### config.mk
export PLATFORM = sky130hd
export DESIGN_NAME = mult_rr_scheduler
export DESIGN_NICKNAME = d
export VERILOG_FILES = /design/src/rtl/mult_rr_scheduler.sv
export SDC_FILE = /design/constraint.sdc
export NUM_CORES = 1
export LEC_CHECK = 0
export BUFFER_PORTS_ARGS = -buffer_cell sky130_fd_sc_hd__buf_2
export CAP_MARGIN = 20
export CORE_UTILIZATION = 50
export CTS_CLUSTER_DIAMETER = 40
export DETAILED_ROUTE_END_ITERATION = 6
export GPL_TIMING_DRIVEN = 1
export PLACE_DENSITY_LB_ADDON = 0.08
export SLEW_MARGIN = 20
export SYNTH_ARGS = -nofsm -noshare
export SYNTH_HDL_FRONTEND = slang
export SYNTH_SLANG_ARGS = --single-unit
### constraint.sdc
create_clock -name clk -period 4.6 [get_ports clk]
set_clock_uncertainty 0.05 [all_clocks]
set_input_delay 0.69 -clock clk [delete_from_list [all_inputs] [get_ports clk]]
set_output_delay 0.69 -clock clk [all_outputs]
set_load 0.1 [all_outputs]
### src/rtl/mult_rr_scheduler.sv
// mult_rr_scheduler: round-robin front end that time-shares one sequential multiplier
// among NREQ requesters, returning each product tagged with its requester index.
`default_nettype none

module mult_rr_scheduler #(
  parameter int N       = 4,
  parameter int NREQ    = 4,
  parameter int TIMEOUT = 64
) (
  input  logic                     clk,
  input  logic                     rst_n,
  input  logic [NREQ-1:0]          req_valid,
  output logic [NREQ-1:0]          req_ready,
  input  logic [NREQ*N-1:0]        req_a,
  input  logic [NREQ*N-1:0]        req_b,
  output logic                     rsp_valid,
  input  logic                     rsp_ready,
  output logic [$clog2(NREQ)-1:0]  rsp_id,
  output logic [2*N-1:0]           rsp_product,
  output logic                     busy,
  output logic                     err,
  output logic                     mul_start,
  output logic [N-1:0]             mul_multiplicand,
  output logic [N-1:0]             mul_multiplier,
  input  logic                     mul_ready,
  input  logic [2*N-1:0]           mul_product
);

  localparam int IDW = $clog2(NREQ);
  localparam int CW  = $clog2(TIMEOUT + 1);

  typedef enum logic [1:0] {
    S_IDLE  = 2'd0,
    S_ISSUE = 2'd1,
    S_WAIT  = 2'd2,
    S_RESP  = 2'd3
  } state_t;

  state_t         r_state;
  state_t         w_state_next;
  logic [IDW-1:0] r_ptr;
  logic [IDW-1:0] r_id;
  logic [IDW-1:0] w_grant_id;
  logic [IDW-1:0] w_ptr_next;
  logic [IDW:0]   w_cand;
  logic           w_grant_found;
  logic [N-1:0]   r_a;
  logic [N-1:0]   r_b;
  logic [2*N-1:0] r_product;
  logic [CW-1:0]  r_wait_cnt;
  logic           r_err;
  logic           w_timeout;

  // Scan from the pointer upward, wrapping; the extra bit of w_cand absorbs the wrap.
  always_comb begin
    w_grant_found = 1'b0;
    w_grant_id    = '0;
    w_cand        = '0;
    for (int k = 0; k < NREQ; k++) begin
      w_cand = {1'b0, r_ptr} + (IDW+1)'(k);
      if (w_cand >= (IDW+1)'(NREQ))
        w_cand = w_cand - (IDW+1)'(NREQ);
      if (!w_grant_found && req_valid[w_cand[IDW-1:0]]) begin
        w_grant_found = 1'b1;
        w_grant_id    = w_cand[IDW-1:0];
      end
    end
  end

  assign w_ptr_next = (w_grant_id == IDW'(NREQ - 1)) ? '0 : w_grant_id + 1'b1;
  assign w_timeout  = (r_state == S_WAIT) && !mul_ready &&
                      (r_wait_cnt == CW'(TIMEOUT - 1));

  always_comb begin
    w_state_next = r_state;
    case (r_state)
      S_IDLE:  if (w_grant_found)            w_state_next = S_ISSUE;
      S_ISSUE:                               w_state_next = S_WAIT;
      S_WAIT:  if (mul_ready || w_timeout)   w_state_next = S_RESP;
      S_RESP:  if (rsp_ready)                w_state_next = S_IDLE;
      default:                               w_state_next = S_IDLE;
    endcase
  end

  always_ff @(posedge clk) begin
    if (!rst_n) begin
      r_state    <= S_IDLE;
      r_ptr      <= '0;
      r_id       <= '0;
      r_a        <= '0;
      r_b        <= '0;
      r_product  <= '0;
      r_wait_cnt <= '0;
      r_err      <= 1'b0;
    end else begin
      r_state <= w_state_next;
      case (r_state)
        S_IDLE: begin
          if (w_grant_found) begin
            r_id  <= w_grant_id;
            r_ptr <= w_ptr_next;
            r_a   <= req_a[w_grant_id*N +: N];
            r_b   <= req_b[w_grant_id*N +: N];
          end
        end
        S_ISSUE: r_wait_cnt <= '0;
        S_WAIT: begin
          // A late mul_ready on the timeout cycle still wins over the error path.
          if (mul_ready) begin
            r_product <= mul_product;
          end else if (w_timeout) begin
            r_product <= '0;
            r_err     <= 1'b1;
          end else begin
            r_wait_cnt <= r_wait_cnt + 1'b1;
          end
        end
        default: ;
      endcase
    end
  end

  // Gated by rst_n so no accept pulse can escape while reset is asserted.
  assign req_ready = (rst_n && (r_state == S_IDLE) && w_grant_found) ?
                     (NREQ'(1) << w_grant_id) : '0;

  assign rsp_valid        = (r_state == S_RESP);
  assign rsp_id           = r_id;
  assign rsp_product      = r_product;
  assign busy             = (r_state != S_IDLE);
  assign err              = r_err;
  assign mul_start        = (r_state == S_ISSUE);
  assign mul_multiplicand = r_a;
  assign mul_multiplier   = r_b;

endmodule

`default_nettype wire

==> reports/metrics.yaml, run 1 <==
synthesis:
  synth_mux_area_share_pct: 11.3
  syn_area_per_cell_um2: 9.15
  async_reset_ff_share_pct: 0
  yosys_register_bits: 30
  yosys_warnings: 0
  synth-edff-count: 0
  synthSimpleGateAreaFrac_pct: 19.4
  yosysTopAreaCell: "dfxtp_1"
  ys.flop_type: "dfxtp_1"
  synth_xor_area_share_pct: 1.09
  netlist_area_um2: 1600
  yosysSeqAreaShare_pct: 37.5
  synth_top_family_by_area: "simple AND/OR/NAND/NOR gates"
  synth.area.top_cells: "dfxtp_1 (38%), mux2i_1 (11%), ha_1 (7.0%)"
  syn_nets: 232
  netlist_instances: 175
  synth.top_cell.area_share_pct: 37.5
  synth_cell_types: 39
  synth-compound-area-share_pct: 19.0
  yosys.area_share.adder_pct: 7.03
worst_setup_path:
  regToRegStartpoint: "r_state[0]"
  setup.worst_path.end_class: "output pin"
  crit_type: "in -> out"
  cp.required_ps: 3860
  max_stage_delay_ps: 420
  crit_top_cell: "buf_2"
  crit_chain: "buf_2, or2b_2, a21o_1, or3b_1, buf_4, inv_1, ha_1, and3_1, buf_2"
  cp.arrival_ps: 2440
  path_delay_family: "buffers and inverters"
  startpoint_type: "primary input"
  timing.rr.end: "mul_multiplicand[3]"
  critical_path_buf_inv_count: 4
  crit_fanout: 19
  reg2reg_slack_ps: 2640
  r2r_cells: 6
  slowest_stage: "buf_2"
detailed_routing:
  via_per_inst: 5.18
  drt-total-wl_um: 3510
  ant_nets: 0
  drc: 0
  drt-initial-drc-count: 115
  routed-via-count: 1532
  detail_route.wl_per_cell_um: 11.8
  dr.pass1.iters: 4
min_path:
  hold_path_class: "reg -> reg"
  holdPathEnd: "rsp_id[0]"
  min_path_cells: 2
  worstHoldStart: "rsp_id[0]"
timing:
  rsz0062_at_grt: "false"
  slew_viol_final: 0
  max_freq_ghz: 0.315
  hold_viol_final: 0
  min_period_over_period_pct: 69.0
  period_minus_slack_ps: 3180
  worst_slew_pin_slew_ps: 635
  postLayoutSetupSlackWorst_ps: 1420
  relSlewSlack_pct: 57.4
  finalSetupViolations: 0
  fin_tns_setup_ps: 0
clocking:
  cts_tree: "yes"
  cts_root_buffer: "clkbuf_4"
  clockBufferDepth: 2
  htreeDepth: 2
  insertion_delay_ps: 330
  cts_buffers: 5
  cts_setup_buffers: 0
  clkTransAtPathRegs_ps: 100
  hold_buffers: 0
  cts_resized: 0
  cts_num_sinks: 30
placed_design:
  port_buffers: 73
  gp_congestion: 0.781
  place_hpwl_um: 2600
  dp_slack_ps: 1420
power_and_ir_drop:
  switching_power_w: 0.000842
  ir_worst_vdd_uv: 415
  p_comb_share_pct: 61.7
  switching_share_pct: 56.8
  p_int_w: 0.000641
  leakagePower_nw: 1.05
  power_density_nw_per_um2: 719
  seqPwrFrac_pct: 24.3
  pwr-share-clk_pct: 13.9
floorplan:
  die_area_um2: 3430
  core_um2: 3050
  pin_count: 74
  start_util_pct: 52.5
  die_w_um: 58.6
  row_count: 20
  die_h_um: 58.6
global_route:
  antenna_found_initial: 0
  grt_pass1_wl_um: 5420
  grt_max_degree: 20
  grt_pass1_vias: 1282
  track_usage_pct: 20.9
  grt.overflow.total: 0
cells_and_area:
  syn_to_final_growth_pct: 28.9
  antenna_cells: 0
  layout_commonest_cell: "buf_2"
  final_cell_mix: "buf_2 (73), dfxtp_1 (30), nor2_1 (18), mux2i_1 (18), nand3_1 (12)"
  drive_gt1_share_pct: 34.1
  fin_nets: 308
status:
  status: "completed"
run:
  max_cap_viol_count: 0
-- worst min-delay path, delay by kind of cell (launching register included) --
kind / cells / cell delay (ps)
AND/OR/NAND/NOR: 1 / 50
flip-flops: 1 / 320
AO/OA/AOI/OAI: 1 / 50
-- registers in the layout, summed over array words and instances, names as in the netlist --
name,count
err,1
rsp_id,2
mul_multiplicand,4
r_ptr,2
r_state,2
r_wait_cnt,7
rsp_product,8
mul_multiplier,4
-- power by group through the flow --
stage / clock (W) / combinational (W) / sequential (W)
2_1_floorplan: 0 / 0.000471 / 0.000692
3_3_place_gp: 0 / 0.000917 / 0.000367
3_5_place_dp: 0 / 0.000920 / 0.000366
4_1_cts: 0.000211 / 0.000921 / 0.000361
5_1_grt: 0.000226 / 0.000969 / 0.000372
6_report: 0.000207 / 0.000916 / 0.000361
-- logic make-up (layout without fill, tap and decap cells) --
kind of cell	after synthesis	in the layout
simple gates	61	61
compound gates	41	41
flops	30	30
mux	18	18
buf+inv	14	91
fa+ha+maj	9	9
xor+xnor	2	2
-- metal layers --
layer	up-vias	wire length, um	GRT usage, %
li1	797	-	-
met1	690	1590	26.0
met2	43	1700	34.2
met3	2	199	7.25
met4	0	19	6.12
met5	-	0	0
-- how the worst max path moves through the flow --
| stage | from | endpoint | slack [ps] | cells past startpoint |
|---|---|---|---|---|
| floorplan | req_valid[0] | req_ready[1] | 1300 | 8 |
| global placement | req_valid[0] | req_ready[3] | 1430 | 9 |
| detailed placement | req_valid[0] | req_ready[3] | 1420 | 9 |
| CTS | req_valid[0] | req_ready[3] | 1410 | 9 |
| global route | req_valid[0] | req_ready[3] | 1330 | 9 |
| finish | req_valid[0] | req_ready[3] | 1420 | 9 |
-- area by class of cell --
type                            instances  area [um2]
Clock buffer                            5        37.5
Multi-Input combinational cell        131         925
Timing Repair Buffer                   74         373
Clock inverter                          3        40.0
Tap cell                               44        55.1
Fill cell                             298         988
Inverter                                9        33.8
Sequential cell                        30         601
-- metrics by stage --
stage                     hold WS, ps  instance area (um2)  power (W)  util (%)  cells
after floorplan                   412                 1600    0.00116         -    175
after global placement            388                 1990    0.00128      65.1    288
after detailed placement          406                 1990    0.00129      65.1    288
after CTS                         421                 2060    0.00149      67.6    296
after global routing              446                 2060    0.00157      67.6    296
final                             415                 2060    0.00148      67.6    296
-- Yosys cell counts (2+ instances only) --
| library cell | n |
|---|---|
| o221ai_1 | 8 |
| o31a_1 | 2 |
| or3_1 | 2 |
| a21o_1 | 2 |
| nand2_1 | 7 |
| nor2_1 | 18 |
| ha_1 | 9 |
| nand2b_1 | 2 |
| nor4_1 | 2 |
| dfxtp_1 | 30 |
| mux2i_1 | 18 |
| clkbuf_1 | 3 |
| nand3_1 | 12 |
| o211ai_1 | 2 |
| xor2_1 | 2 |
| a21oi_1 | 7 |
| or2b_1 | 3 |
| nor3b_1 | 2 |
| a22oi_1 | 9 |
| nor3_1 | 4 |
| inv_1 | 8 |
| o21ba_2 | 2 |
| and3_1 | 5 |
Note: power is estimated with default switching activity, not from simulation.
==> inputs of run 2 (changes only) <==
--- a/config.mk
+++ b/config.mk
@@ -5,6 +5,7 @@
 export SDC_FILE = /design/constraint.sdc
 export NUM_CORES = 1
 export LEC_CHECK = 0
+export ABC_AREA = 1
 export BUFFER_PORTS_ARGS = -buffer_cell sky130_fd_sc_hd__buf_2
 export CAP_MARGIN = 20
 export CORE_UTILIZATION = 50
==> constraint.sdc (replaced) <==
create_clock -name clk -period 3.2 [get_ports clk]
set_clock_uncertainty 0.05 [all_clocks]
set_input_delay 0.48 -clock clk [delete_from_list [all_inputs] [get_ports clk]]
set_output_delay 0.48 -clock clk [all_outputs]
set_load 0.1 [all_outputs]
==> reports/metrics.yaml, run 2 <==
synthesis:
  synthMostInstantiatedCell: "nand2_1"
  synth-edff-count: 0
  synth_common_cells: "nand2_1 (89), inv_1 (48), nand3_1 (48), dfxtp_1 (30), nor2_1 (23)"
  async_reset_ff_share_pct: 0
  yosysSeqAreaShare_pct: 29.0
  syn_nets: 384
  synth_cell_types: 28
  netlist_area_um2: 2070
  synth.top_cell.area_share_pct: 29.0
  ys.flop_type: "dfxtp_1"
  syn_area_per_cell_um2: 6.33
  yosys_warnings: 0
  yosys_register_bits: 30
  netlist_instances: 327
  yosysTopAreaCell: "dfxtp_1"
  synth.area.top_cells: "dfxtp_1 (29%), nand2_1 (16%), nand3_1 (12%)"
global_route:
  grt_max_degree: 21
  grt_pass1_wl_um: 7600
  grt_pass1_vias: 1787
  track_usage_pct: 22.0
  grt.overflow.total: 0
  antenna_found_initial: 0
clocking:
  cts_root_buffer: "clkbuf_8"
  insertion_delay_ps: 280
  cts_setup_buffers: 0
  clockBufferDepth: 2
  cts_num_sinks: 30
  hold_buffers: 0
  clkTransAtPathRegs_ps: 70
  cts_tree: "yes"
  htreeDepth: 2
  cts_buffers: 5
placed_design:
  port_buffers: 73
  gp_congestion: 0.891
  place_hpwl_um: 3530
  dp_cells: 442
  placed_area_um2: 2480
cells_and_area:
  finalNonFillerCells: 450
  final_cell_mix: "nand2_1 (89), buf_2 (69), inv_1 (48), nand3_1 (48), dfxtp_1 (30)"
  largest_reg_flops: 8
  layout_commonest_cell: "nand2_1"
  finalInstanceArea_um2: 2590
  fin_nets: 456
  utilization_pct: 64.7
  syn_to_final_growth_pct: 25.0
  antenna_cells: 0
  fill_cells: 383
  drive_gt1_share_pct: 28.5
floorplan:
  core_um2: 4000
  pin_count: 74
  die_h_um: 66.4
  row_count: 23
  start_util_pct: 51.8
  die_area_um2: 4400
  die_w_um: 66.4
timing:
  relSlewSlack_pct: 65.1
  min_period_over_period_pct: 93.5
  max_freq_ghz: 0.334
  finalSetupViolations: 0
  hold_viol_final: 0
  slew_viol_final: 0
  rsz0062_at_grt: "true"
  period_minus_slack_ps: 2990
  worst_slew_pin_slew_ps: 523
detailed_routing:
  detail_route.wl_per_cell_um: 10.3
  drt-total-wl_um: 4610
  routed-via-count: 2173
  drt-initial-drc-count: 82
  ant_nets: 0
  dr.pass1.iters: 4
  drc: 0
  via_per_inst: 4.83
status:
  status: "completed"
run:
  max_cap_viol_count: 0
power_and_ir_drop:
  power_density_nw_per_um2: 1170
  switching_share_pct: 60.2
  switching_power_w: 0.00182
  pwr-share-clk_pct: 10.6
  ir_worst_vdd_uv: 573
  power.total_w: 0.00302
  seqPwrFrac_pct: 17.4
  leakagePower_nw: 1.42
  p_comb_share_pct: 72.0
  p_int_w: 0.00120
worst_setup_path:
  startpoint_type: "register"
  cp.arrival_ps: 2460
  setup.worst_path.end_class: "output pin"
  crit_fanout: 20
  cp.required_ps: 2670
  crit_type: "reg -> out"
min_path:
  hold_path_class: "reg -> reg"
==> run 2: changes by cell type after synthesis, sizes merged, moves of 3 or more <==
cell,previous run,this run
nand2,7,99
inv,8,54
nand3,12,51
mux2i,18,0
a21oi,7,19
nor2,18,30
a22oi,9,0
o21ai,3,11
o221ai,8,0
and3,5,0
buf,2,6
or2b,4,0
nand4,1,4
==> run 2: through the flow <==
stage          hold slack [ps]  setup WS [ps]  setup TNS (ps)
6_report                   399            208               0
5_1_grt                    427          -16.9           -16.9
4_1_cts                    400            123               0
3_5_place_dp               390            399               0
3_3_place_gp               384            414               0
2_1_floorplan              378            394               0
==> run 2: critical path, cell delays in order, from the launching register on <==
cell	delay, ps
dfxtp_1	450
inv_2	150
nand2_1	120
nand3_1	100
nand2_1	90
inv_1	90
nand3_4	190
nand3_4	250
inv_4	180
ha_1	160
inv_1	50
nor2_2	150
buf_12	190
==> run 2: final cells by class <==
cell class	count	area [um2]	area share (%)
multi-input cells	231	1190	46.2
flip-flops and latches	30	601	23.2
repair buffers	76	423	16.3
inverters	55	211	8.17
clock buffers	6	82.6	3.19
well taps	50	62.6	2.42
clock inverters	2	12.5	0.484
==> run 2: power by group through the flow <==
stage | combinational [W] | clock (W) | sequential [W]
global placement | 0.00216 | 0 | 0.000535
CTS | 0.00217 | 0.000328 | 0.000528
floorplan | 0.00147 | 0 | 0.000919
detailed placement | 0.00217 | 0 | 0.000536
global route | 0.00240 | 0.000340 | 0.000539
finish | 0.00218 | 0.000320 | 0.000528
==> run 2: final timing paths <==
kind / end / startpoint / depth (start not counted) / slack (ps)
setup / recovery: req_ready[3] / r_ptr[0] / 12 / 210
hold / removal: err / err / 2 / 400
setup reg to reg: r_wait_cnt[6] / r_state[0] / 9 / 830
hold reg to reg: err / err / 2 / 400
==> run 2: cells by family (layout without fill, tap and decap cells) <==
| kind of cell | after synthesis | count (layout) | share of synthesized area (%) |
|---|---|---|---|
| simple gates | 187 | 187 | 42.7 |
| buf+inv | 66 | 139 | 13.8 |
| compound gates | 35 | 35 | 9.06 |
| flops | 30 | 30 | 29.0 |
| fa+ha+maj | 9 | 9 | 5.44 |
==> run 2: timing repair <==
| item | 4_1_cts | 5_1_grt |
|---|---|---|
| endpoints found under the hold margin | 0 | 0 |
| resized for setup | 0 | 3 |
| endpoints found under the setup margin | 0 | 4 |
==> run 2: per-layer routing <==
layer	vias to the layer above	wire, um	global-route usage, %
li1	1172	-	-
met1	945	2230	28.8
met2	52	2120	36.9
met3	4	218	3.45
met4	0	40	6.38
met5	-	0	0
